**config.mk**
```make
export PLATFORM = sky130hd
export DESIGN_NAME = mem_port_arbiter
export DESIGN_NICKNAME = d
export VERILOG_FILES = /design/src/rtl/mem_port_arbiter.sv
export SDC_FILE = /design/constraint.sdc
export NUM_CORES = 1
export LEC_CHECK = 0
export CORE_MARGIN = 5
export CORE_UTILIZATION = 40
export CTS_CLUSTER_SIZE = 40
export DETAILED_ROUTE_END_ITERATION = 8
export DONT_BUFFER_PORTS = 1
export HOLD_SLACK_MARGIN = 0.06
export PLACE_DENSITY_LB_ADDON = 0.1
export SYNTH_ARGS = -nofsm -noshare
export SYNTH_HDL_FRONTEND = slang
export SYNTH_SLANG_ARGS = --single-unit
```
**constraint.sdc**
```tcl
create_clock -name clk_i -period 1.6 [get_ports clk_i]
set_clock_uncertainty 0.05 [all_clocks]
set_input_delay 0.4 -clock clk_i [delete_from_list [all_inputs] [get_ports clk_i]]
set_output_delay 0.4 -clock clk_i [all_outputs]
set_load 0.02 [all_outputs]
```
**src/rtl/mem_port_arbiter.sv**
```systemverilog
// mem_port_arbiter: serialises IF and DM requesters onto one memory port, DM priority with IF anti-starvation
module mem_port_arbiter #(
    parameter int XLEN          = 32,
    parameter int MAX_DM_STREAK = 4
) (
    input  logic            clk_i,
    input  logic            rstn_i,
    input  logic            if_req_i,
    input  logic [XLEN-1:0] if_addr_i,
    output logic            if_gnt_o,
    output logic            if_rvalid_o,
    output logic [XLEN-1:0] if_rdata_o,
    input  logic            dm_req_i,
    input  logic            dm_we_i,
    input  logic [3:0]      dm_be_i,
    input  logic [XLEN-1:0] dm_addr_i,
    input  logic [XLEN-1:0] dm_wdata_i,
    output logic            dm_gnt_o,
    output logic            dm_rvalid_o,
    output logic [XLEN-1:0] dm_rdata_o,
    output logic            mem_req_o,
    output logic            mem_we_o,
    output logic [3:0]      mem_be_o,
    output logic [XLEN-1:0] mem_addr_o,
    output logic [XLEN-1:0] mem_wdata_o,
    input  logic            mem_gnt_i,
    input  logic            mem_rvalid_i,
    input  logic [XLEN-1:0] mem_rdata_i,
    output logic            busy_o,
    output logic            err_o
);
    typedef enum logic [1:0] {IDLE, ISSUE, RESP} state_t;

    state_t          r_state;
    logic            r_owner_dm;
    logic [3:0]      r_streak;
    logic            r_err;
    logic            r_mem_req;
    logic            r_mem_we;
    logic [3:0]      r_mem_be;
    logic [XLEN-1:0] r_mem_addr;
    logic [XLEN-1:0] r_mem_wdata;

    logic            w_pick_dm;
    logic [3:0]      w_streak_inc;
    logic            w_gnt;
    logic            w_rvalid;

    assign w_pick_dm    = dm_req_i && (!if_req_i || r_streak < 4'(MAX_DM_STREAK));
    assign w_streak_inc = (r_streak == 4'hF) ? r_streak : r_streak + 4'd1;
    assign w_gnt        = (r_state == ISSUE) && mem_gnt_i;
    assign w_rvalid     = (r_state == RESP) && mem_rvalid_i;

    assign if_gnt_o    = w_gnt && !r_owner_dm;
    assign dm_gnt_o    = w_gnt && r_owner_dm;
    assign if_rvalid_o = w_rvalid && !r_owner_dm;
    assign dm_rvalid_o = w_rvalid && r_owner_dm;
    assign if_rdata_o  = if_rvalid_o ? mem_rdata_i : '0;
    assign dm_rdata_o  = dm_rvalid_o ? mem_rdata_i : '0;

    assign mem_req_o   = r_mem_req;
    assign mem_we_o    = r_mem_we;
    assign mem_be_o    = r_mem_be;
    assign mem_addr_o  = r_mem_addr;
    assign mem_wdata_o = r_mem_wdata;
    assign busy_o      = (r_state != IDLE);
    assign err_o       = r_err;

    // Transaction FSM: arbitrate in IDLE, hold request until grant, wait for response; flag stray handshakes
    always_ff @(posedge clk_i or negedge rstn_i) begin
        if (!rstn_i) begin
            r_state     <= IDLE;
            r_owner_dm  <= 1'b0;
            r_streak    <= 4'd0;
            r_err       <= 1'b0;
            r_mem_req   <= 1'b0;
            r_mem_we    <= 1'b0;
            r_mem_be    <= 4'h0;
            r_mem_addr  <= '0;
            r_mem_wdata <= '0;
        end else begin
            if ((mem_rvalid_i && r_state != RESP) || (mem_gnt_i && r_state != ISSUE))
                r_err <= 1'b1;
            case (r_state)
                IDLE: if (if_req_i || dm_req_i) begin
                    r_state     <= ISSUE;
                    r_mem_req   <= 1'b1;
                    r_owner_dm  <= w_pick_dm;
                    r_mem_we    <= w_pick_dm && dm_we_i;
                    r_mem_be    <= w_pick_dm ? dm_be_i : 4'hF;
                    r_mem_addr  <= w_pick_dm ? dm_addr_i : if_addr_i;
                    r_mem_wdata <= w_pick_dm ? dm_wdata_i : '0;
                    r_streak    <= (w_pick_dm && if_req_i) ? w_streak_inc : 4'd0;
                end
                ISSUE: if (mem_gnt_i) begin
                    r_mem_req <= 1'b0;
                    r_state   <= RESP;
                end
                RESP: if (mem_rvalid_i) r_state <= IDLE;
                default: r_state <= IDLE;
            endcase
        end
    end
endmodule

```
==> impl_metrics.csv <==
group,metric,value,unit
clock_network,cts_buffers,9,
yosys,yosys.area.top_type,"dfrtp_1",
timing,drv_slew,0,
yosys,synthMostInstantiatedCell,"dfrtp_1",
worst_setup_path,max_stage_delay,0.38,ns
placement,io_buffers,0,
worst_setup_path,critPathLaunchType,"flip-flop",
power_and_ir_drop,sw_frac_of_total,45.1,%
layout,final_util,51.0,%
yosys,synth_common_cells,"78 x dfrtp_1, 65 x and2_1, 34 x o21ai_0",
worst_setup_path,arrival,1.48,ns
power_and_ir_drop,internal_power,5230,µW
power_and_ir_drop,p_total,9530,µW
global_route,antenna_found_initial,0,
worst_setup_path,endpoint_kind,"output pin",
detailed_routing,wirelength,13000,µm
hold_path,hold_path_class,"input pin to asynchronous set/reset pin",
yosys,synth_edf_count,0,
detailed_routing,drtIter0Drc,126,
yosys,synth.avg_cell_area,10.1,µm²
detailed_routing,wl_per_cell,24.5,µm
clock_network,clock_sinks,78,
timing,hold_ws,-0.324,ns
die,fp.dieH,108,µm
timing,worst_slew_pin_slew,0.319,ns
yosys,ys_ff_latch,78,
layout,num-nets-final,538,
outcome,violations,"hold timing, setup timing",
timing,fin_ws,-0.328,ns
detailed_routing,drtAntennaViolNets,0,
die,dieArea,11700,µm²
die,start_util,41.4,%
timing,min_period_over_period,121,%
layout,area_growth,23.2,%
yosys,synth_fa_ha_area_share,0.326,%
die,ioPinCount,279,
timing,period_needed,1.93,ns
yosys,synth_cells,380,
clock_network,clkTransAtPathRegs,0.10,ns
detailed_routing,vias,3154,
yosys,synth-async-reset-ratio,100,%
power_and_ir_drop,switchingPower,4300,µW
worst_setup_path,required,1.15,ns
yosys,synth_xor_area_share,0,%
layout,n_antenna_cell,0,
global_route,grt_pass1_wl,18500,µm
run,cap_viol_max_count,0,
yosys,synth-simple-area-share,18.1,%
global_route,gr-total-overflow,0,
yosys,syn-num-nets,520,
global_route,grt_usage,20.4,%
yosys,synth_top_area_share,50.8,%
power_and_ir_drop,p_per_area,2010,nW/µm²
global_route,first_global_vias,3227,
power_and_ir_drop,comb_power_share,36.9,%
timing,setup_viol,87,
placement,dp_hpwl,9160,µm
yosys,synth_area,3840,µm²
power_and_ir_drop,p_leak,0.00202,µW
layout,layout-drive-gt1-share,36.2,%
yosys,seq_area_frac_synth,50.8,%
yosys,yosys_most_used_dff,"dfrtp_1",
yosys,synthTopCellsByArea,"dfrtp_1 51%, and2_1 11%, a22o_1 7.5%",
yosys,synth_compound_area_share,24.8,%
yosys,synth-warning-count,0,
placement,gp_congestion,0.724,
clock_network,cts-root-buf,"clkbuf_8",
power_and_ir_drop,ir_drop,0.000725,V
timing,rsz0062_at_grt,"true",
worst_setup_path,worstPathCellList,"nand2b_4, nor3_4, buf_6, and2_2",
clock_network,clk_path_buf_depth,2,
timing,slew_headroom,78.7,%
clock_network,clk_latency,0.35,ns
detailed_routing,drc,0,
worst_setup_path,slowest_stage,"dfrtp_1",
die,fp.dieW,108,µm
detailed_routing,drt-pass1-iter-count,4,
power_and_ir_drop,pwr-share-clk,15.2,%
timing,fmax,0.519,GHz
outcome,status,"finished with violations",
worst_setup_path,path_class,"flip-flop to output pin",
clock_network,cts_max_level,3,
global_route,grt_start_max_net_pins,79,
yosys,synth_top_family_by_area,"compound AO/OA/AOI/OAI gates",
layout,fill_cells,872,
clock_network,cts_tree,"yes",
timing,hold_viol_final,78,
power_and_ir_drop,p_seq_share,47.9,%
detailed_routing,vias_per_cell,5.93,
die,num_rows,35,
yosys,muxShareOfSynthArea,0.847,%
worst_setup_path,crit_fanout,20,
yosys,synth_cell_types,33,
die,core-area,9280,µm²
==> worst paths after layout <==
check,slack (ns),startpoint,cells past startpoint,to
max,-0.33,r_state[0],4,dm_rdata_o[9]
min,-0.32,rstn_i,0,mem_wdata_o[19]
max in group asynchronous,1.70,rstn_i,0,r_state[1]
max reg2reg,-0.03,r_state[1],8,mem_wdata_o[19]
min in group clk_i,0.10,mem_gnt_i,1,r_state[0]
min reg2reg,0.48,r_streak[0],1,r_streak[0]
==> cells by family after synthesis <==
kind of cell | count (synthesis)
AOI/OAI and AO/OA | 141
muxes | 2
and+or+nand+nor | 116
buffers and inverters | 42
adders and majority gates | 1
DFF | 78
==> per-layer routing <==
layer / part of all wire [%] / global-route usage, % / wire length [µm] / vias to the layer above
met5: 0 / 0 / 0 / -
met4: 1.6 / 5.41 / 205 / 0
met3: 9.7 / 7.40 / 1260 / 16
met2: 53 / 37.0 / 6860 / 165
met1: 36 / 22.5 / 4700 / 1565
li1: - / - / - / 1408
==> timing repair <==
item / in CTS / in global routing
pin swaps: 5 / 5
buffers inserted: 6 / 2
setup endpoints to repair: 76 / 104
hold endpoints to repair: 78 / 78
resized for setup: 33 / 27
gates cloned: 1 / 7
==> metrics by stage <==
step | hold WS (ns) | cells | TNS, ns | setup WS, ns | area, µm²
global placement | 0.0569 | 500 | -0.000230 | -0.000230 | 4200
global route | -0.349 | 532 | -27.16 | -0.417 | 4730
detailed placement | 0.0567 | 500 | -0.0371 | -0.0125 | 4200
CTS | -0.344 | 523 | -22.44 | -0.361 | 4500
floorplan | 0.0544 | 380 | -2.11 | -0.0412 | 3970
finish | -0.324 | 532 | -20.78 | -0.328 | 4730
==> final cells by class <==
type / instances / area (µm²) / area share, %
tap: 129 / 161 / 3.41
sequential: 78 / 1950 / 41.3
multi-input combinational: 261 / 1880 / 39.7
timing repair buffer: 42 / 531 / 11.2
inverter: 6 / 22.5 / 0.476
clock buffer: 9 / 124 / 2.62
clock inverter: 7 / 61.3 / 1.30
==> cell usage in the layout, fill, tap and decap left out, types with 2 or more instances in the layout <==
cell       Yosys  routed
clkbuf_16      0       5
and2_2         0      21
inv_6          0       3
clkbuf_8       0       9
nand3_1       33      32
buf_12         0       6
o21ai_0       34      34
inv_1          5       4
inv_2          1       2
and2_4         1      45
nand2_1        2       2
nor3_4         1       3
buf_6          4       8
nor2_1         4       4
a31oi_2        9       9
inv_8          0       2
a22o_1        33      33
dfrtp_2        0       2
a31oi_1       23      23
buf_4          0      20
a21oi_1       33      33
buf_8          0       3
dfrtp_1       78      76
nand4_1        2       2
o22a_1         4       4
==> power groups by stage <==
stage          clock [µW]  combinational [µW]  sequential [µW]
2_1_floorplan           0                2150             4340
3_3_place_gp            0                2720             4620
3_5_place_dp            0                2780             4620
4_1_cts              1480                3030             4600
5_1_grt              1550                3820             4660
6_report             1450                3520             4570
==> state kept, by name, summed over array words and instances (netlist names) <==
signal and count:
mem_addr_o 32, mem_wdata_o 32, mem_be_o 4, r_streak 4, r_state 2, err_o 1
mem_req_o 1, mem_we_o 1, r_owner_dm 1
==> worst max-delay path, delay by kind of cell, from the launching register on <==
kind                   cells  cell delay, ns
and+or+nand+nor            3            0.55
buffers and inverters      1            0.19
DFF                        1            0.38
No activity file was read; power rests on OpenSTA's default activity.
